--- src/rtl/seg7_pkg.sv ---
// seg7_pkg: shared constants and types for the 8-digit seven-segment scan driver.
//   NUM_DIGITS   - number of multiplexed digits
//   SEG_BLANK    - SEG value with every segment (and DP) dark
//   AN_OFF       - AN value with every anode off
//   SEG_PATTERNS - active-low g..a patterns for hex digits 0..F
//   digit_idx_t  - 3-bit digit index
//   msb_nibble() - index of the most-significant nonzero nibble (0 when all zero)
package seg7_pkg;

  localparam int unsigned NUM_DIGITS = 8;

  localparam logic [7:0] SEG_BLANK = 8'hFF;
  localparam logic [7:0] AN_OFF    = 8'hFF;

  // Bit order g,f,e,d,c,b,a; 0 = segment lit.
  localparam logic [6:0] SEG_PATTERNS [16] = '{
    7'h40, 7'h79, 7'h24, 7'h30, 7'h19, 7'h12, 7'h02, 7'h78,
    7'h00, 7'h10, 7'h08, 7'h03, 7'h46, 7'h21, 7'h06, 7'h0E
  };

  typedef logic [2:0] digit_idx_t;

  function automatic digit_idx_t msb_nibble(logic [31:0] word);
    digit_idx_t msb;
    msb = '0;
    for (int i = 0; i < NUM_DIGITS; i++) begin
      if (word[4*i +: 4] != 4'h0) msb = digit_idx_t'(i);
    end
    return msb;
  endfunction

endpackage

--- src/rtl/seg7_hex_decode.sv ---
// seg7_hex_decode: combinational hex nibble to seven-segment pattern.
//   nibble_i - 4-bit hex value
//   seg_o    - active-low segments, bit order g,f,e,d,c,b,a
module seg7_hex_decode
  import seg7_pkg::*;
(
  input  logic [3:0] nibble_i,
  output logic [6:0] seg_o
);

  always_comb begin
    seg_o = SEG_PATTERNS[nibble_i];
  end

endmodule

--- src/rtl/seg7_scan_driver.sv ---
// seg7_scan_driver: time-multiplexes a shadowed 32-bit hex word onto an 8-digit
// common-anode seven-segment display.
//   clk       - system clock, rising edge
//   rst_n     - asynchronous active-low reset
//   load      - captures data_in / dp_in into the shadow registers
//   data_in   - hex word, nibble i drives digit i (digit 0 rightmost)
//   dp_in     - decimal-point request per digit, 1 = lit
//   digit_en  - live per-digit enable, 1 = digit may light
//   SEG       - active-low segments, bit7 = DP, bits6..0 = g..a (registered)
//   AN        - active-low one-hot anodes (registered)
//   scan_idx  - digit currently being scanned
// Optional build macro SEG7_LEADING_ZERO_BLANK_EN blanks digits above the most
// significant nonzero shadow nibble (digit 0 and DP-lit digits excepted).
module seg7_scan_driver
  import seg7_pkg::*;
#(
  parameter int unsigned SCAN_DIV = 100000,
  parameter int unsigned CNT_W    = 17
) (
  input  logic        clk,
  input  logic        rst_n,
  input  logic        load,
  input  logic [31:0] data_in,
  input  logic [7:0]  dp_in,
  input  logic [7:0]  digit_en,
  output logic [7:0]  SEG,
  output logic [7:0]  AN,
  output logic [2:0]  scan_idx
);

  logic [CNT_W-1:0] cnt_q, cnt_d;
  digit_idx_t       idx_q, idx_d;
  logic [31:0]      data_q, data_d;
  logic [7:0]       dp_q, dp_d;
  logic [7:0]       an_q, an_d;
  logic [7:0]       seg_q, seg_d;

  logic [3:0]       cur_nibble;
  logic [6:0]       cur_pattern;
  logic             slot_lit;

  // Refresh counter and digit index; the index simply rolls over 7 -> 0.
  always_comb begin
    cnt_d = cnt_q + 1'b1;
    idx_d = idx_q;
    if (cnt_q == CNT_W'(SCAN_DIV - 1)) begin
      cnt_d = '0;
      idx_d = idx_q + 3'd1;
    end
  end

  // Shadow copy; a load leaves the scan timing untouched.
  always_comb begin
    data_d = data_q;
    dp_d   = dp_q;
    if (load) begin
      data_d = data_in;
      dp_d   = dp_in;
    end
  end

  always_comb begin
    cur_nibble = data_q[{idx_q, 2'b00} +: 4];
  end

  seg7_hex_decode u_hex_decode (
    .nibble_i (cur_nibble),
    .seg_o    (cur_pattern)
  );

  always_comb begin
    slot_lit = digit_en[idx_q];
`ifdef SEG7_LEADING_ZERO_BLANK_EN
    // Digit 0 always satisfies idx <= msb, so a zero word still shows "0".
    if ((idx_q > msb_nibble(data_q)) && !dp_q[idx_q]) begin
      slot_lit = 1'b0;
    end
`endif
  end

  // Blanked slots still consume their dwell time so brightness stays uniform.
  always_comb begin
    an_d  = AN_OFF;
    seg_d = SEG_BLANK;
    if (slot_lit) begin
      an_d  = ~(8'h01 << idx_q);
      seg_d = {~dp_q[idx_q], cur_pattern};
    end
  end

  always_ff @(posedge clk or negedge rst_n) begin
    if (!rst_n) begin
      cnt_q  <= '0;
      idx_q  <= '0;
      data_q <= '0;
      dp_q   <= '0;
      an_q   <= AN_OFF;
      seg_q  <= SEG_BLANK;
    end else begin
      cnt_q  <= cnt_d;
      idx_q  <= idx_d;
      data_q <= data_d;
      dp_q   <= dp_d;
      an_q   <= an_d;
      seg_q  <= seg_d;
    end
  end

  assign AN       = an_q;
  assign SEG      = seg_q;
  assign scan_idx = idx_q;

endmodule

--- config.mk ---
export PLATFORM = sky130hd
export DESIGN_NAME = seg7_scan_driver
export DESIGN_NICKNAME = d
export VERILOG_FILES = /design/src/rtl/seg7_pkg.sv /design/src/rtl/seg7_hex_decode.sv /design/src/rtl/seg7_scan_driver.sv
export SDC_FILE = /design/constraint.sdc
export NUM_CORES = 1
export LEC_CHECK = 0
export BUFFER_PORTS_ARGS = -buffer_cell sky130_fd_sc_hd__buf_2
export CORE_ASPECT_RATIO = 0.9
export CORE_MARGIN = 2
export CORE_UTILIZATION = 25
export DETAILED_ROUTE_END_ITERATION = 6
export HOLD_SLACK_MARGIN = 0.03
export PLACE_DENSITY = 0.41
export SKIP_CTS_REPAIR_TIMING = 1
export SLEW_MARGIN = 5
export SYNTH_ARGS = -nofsm -noshare
export SYNTH_HDL_FRONTEND = slang
export SYNTH_SLANG_ARGS = --single-unit
--- constraint.sdc ---
create_clock -name clk -period 3.1 [get_ports clk]
set_input_delay 0.62 -clock clk [delete_from_list [all_inputs] [get_ports clk]]
set_output_delay 0.62 -clock clk [all_outputs]
set_load 0.005 [all_outputs]
==> reports/results.tsv <==
metric	value	unit
register area share after synthesis	52.5	%
Max Transition Viols Final	0	
Post-synth EDFFs	0	
PwrDens	562	nW/µm²
ys async rst share	100	%
Register Area	1920	µm²
most frequent cells in the layout	68 x buf_2, 60 x dfrtp_1, 42 x mux2_2, 26 x nand2_1, 16 x dfstp_2	
CP Buf/Inv Count	1	
Max VDD drop	0.000338	V
clock power share	47.7	%
# DRC	0	
post-synthesis adder-cell area fraction	4.44	%
max_slew headroom	34.6	%
Internal	2020	µW
DR pass1 iterations	4	
via count	2346	
max cap viols	0	
XOR/XNOR share of the synthesized area	3.83	%
met3 WL post-DR	441	µm
die width	132	µm
CP startpoint	scan_idx[0]	
Overflow after GRT	0	
Starting DRT DRC Count	90	
Worst-Skew Late Latency	340	ps
largest net degree at the start of global routing	77	
Synth-to-Final Area Change	24.9	%
period utilization	79.6	%
M1 WL	4240	µm
Max stage delay on crit path	670	ps
reg-to-reg slack, setup	630	ps
yosys warns	0	
FP Rows	41	
most common flop cell mapped by yosys	dfrtp_1	
syn nets	337	
post-route ant nets	0	
Flop pwr share	42.9	%
crit path cell chain	mux4_1 -> mux2i_4 -> inv_1 -> ha_1 -> a311o_1 -> o31ai_2 -> o21ai_1	
Via density	4.30	
vias in the first global route	2463	
largest family of logic cells by synthesized area	multiplexers	
Worst EP required	3350	ps
reg2reg path depth	7	
simple-gate share of the synthesized area	9.64	%
post-synth cell types	45	
post-synthesis cell count	273	
worst-path cell with the longest stage delay	mux4_1	
hold slack	410	ps
Core Footprint	14200	µm²
mux contribution to synthesized area	23.2	%
Total Wirelength	8250	µm
share of layout cells above drive strength 1	46.6	%
Seq cells post-synth	76	
LEAKAGE	0.00196	µW
met2 wire len	3460	µm
dominant cell type by area after synthesis	dfrtp_1	
endpoints failing setup	0	
TNS Setup	0	ps
global-route wire length before repair	13500	µm
Setup CP Type	reg -> reg	
Detail Placement HPWL	6110	µm
Comb power frac	9.5	%
Sw Pwr	545	µW
Cell Area, Synth	3660	µm²
Port Buffers	69	
FF-to-FF Start	scan_idx[0]	
Worst Tran Pin Value	981	ps
Worst Clk Skew	5.30	ps
area fraction in compound gates after synthesis	3.93	%
Final Hold Fails	0	
Worst Setup End Kind	register	
Power Total	2570	µW
chip height	119	µm
delay-heaviest family, CP	multiplexers	
clock sinks	76	
post-DR wirelength/cell	15.1	µm
Worst EP arrival	2720	ps
Global Route Usage Sum	11.3	%
startpoint types	register	
FF-to-FF End	SEG[0]	
top routing layer in use	met4	
Die ar.	15600	µm²
Clock transition at path regs	60	ps
Ports	70	
antenna violations before repair	0	
gpl congestion	0.795	
Synth top area share	41.0	%
initial core utilization	25.9	%
CTS tree	done	
# fillers	1469	
switching share of total power	21.2	%
most common cell after layout, fill and taps aside	buf_2	
CTS Buffer Depth	2	
H-tree levels	3	
Multi-input gate area	1650	µm²
Clock Tree Root	clkbuf_16	
CP Max Fanout	8	
Ant. Diodes	0	
status	completed	
fin crit period	2470	ps
unrepaired setup endpoints after global routing	false	
Synth area leaders	dfrtp_1 41%, mux2_2 13%, dfstp_2 11%, ha_1 4.4%, mux4_2 4.3%	
Max Clock Freq	0.405	GHz
Hold Path Class	in -> async	
Num CTS Buffers	9	
syn_area_per_cell	13.4	µm²
final net count	411	
==> cell type report <==
cell class	count	area share [%]
Timing Repair Buffer	73	8.26
Multi-Input combinational cell	179	36.1
Clock inverter	4	2.08
Sequential cell	76	42.0
Inverter	8	0.657
Clock buffer	12	5.61
Tap cell	193	5.28
==> cells by family after synthesis <==
logic type / after synthesis
buffers and inverters: 18
DFF: 76
xor gates and xnor gates: 16
adders and majority gates: 13
AOI/OAI and AO/OA: 18
muxes: 63
and+or+nand+nor: 69
==> flip-flops by register name (all words and copies together), names as in the netlist <==
name	flops
dp_q	8
SEG	8
AN	8
data_q	32
scan_idx	3
cnt_q	17
==> routing by layer <==
layer / GRT usage [%] / vias to the layer above
li1: - / 1123
met1: 15.5 / 1146
met2: 16.3 / 69
met3: 4.16 / 8
met4: 4.28 / 0
met5: 0 / -
==> cell usage after synthesis, drive strengths merged (2+ instances only) <==
| cell | n |
|---|---|
| dfrtp | 60 |
| mux2 | 43 |
| nand2 | 26 |
| dfstp | 16 |
| nor2 | 14 |
| ha | 13 |
| mux2i | 10 |
| mux4 | 10 |
| xnor2 | 10 |
| nand3 | 9 |
| buf | 8 |
| inv | 8 |
| xor2 | 6 |
| nor3 | 4 |
| and2 | 3 |
| and3 | 3 |
| nor2b | 3 |
| o21ai | 3 |
| o221ai | 3 |
| a21oi | 2 |
| a22o | 2 |
| clkbuf | 2 |
| o211ai | 2 |
| or3 | 2 |
==> power groups by stage <==
stage          logic (µW)  clock network [µW]  registers [µW]
6_report              243                1220            1100
5_1_grt               271                1310            1110
4_1_cts               249                1260            1100
3_5_place_dp          248                   0            1120
3_3_place_gp          244                   0            1120
2_1_floorplan         150                   0            1110
==> per-stage QoR <==
| stage | setup slack, ps | utilization, % | area [µm²] | cells |
|---|---|---|---|---|
| final | 631 | 32.3 | 4570 | 545 |
| after floorplan | 845 | - | 3660 | 273 |
| after global placement | 710 | 29.8 | 4220 | 529 |
| after global routing | 445 | 32.3 | 4570 | 545 |
| after CTS | 585 | 32.3 | 4570 | 545 |
| after detailed placement | 600 | 29.8 | 4220 | 529 |
==> worst max-delay path by stage <==
stage / endpoint / slack (ps) / cells after the start
floorplan: SEG[0] / 840 / 9
finish: SEG[0] / 630 / 7
detailed placement: SEG[0] / 600 / 7
global placement: SEG[0] / 710 / 7
global route: SEG[0] / 440 / 7
CTS: SEG[0] / 580 / 7
==> worst register-to-register path, stage by stage, from the launching register on <==
cell and delay, ps:
dfrtp_1 610, mux4_1 670, mux2i_4 270, inv_1 140, ha_1 250, a311o_1 290, o31ai_2 60, o21ai_1 100
(Power assumes the default switching activity.)
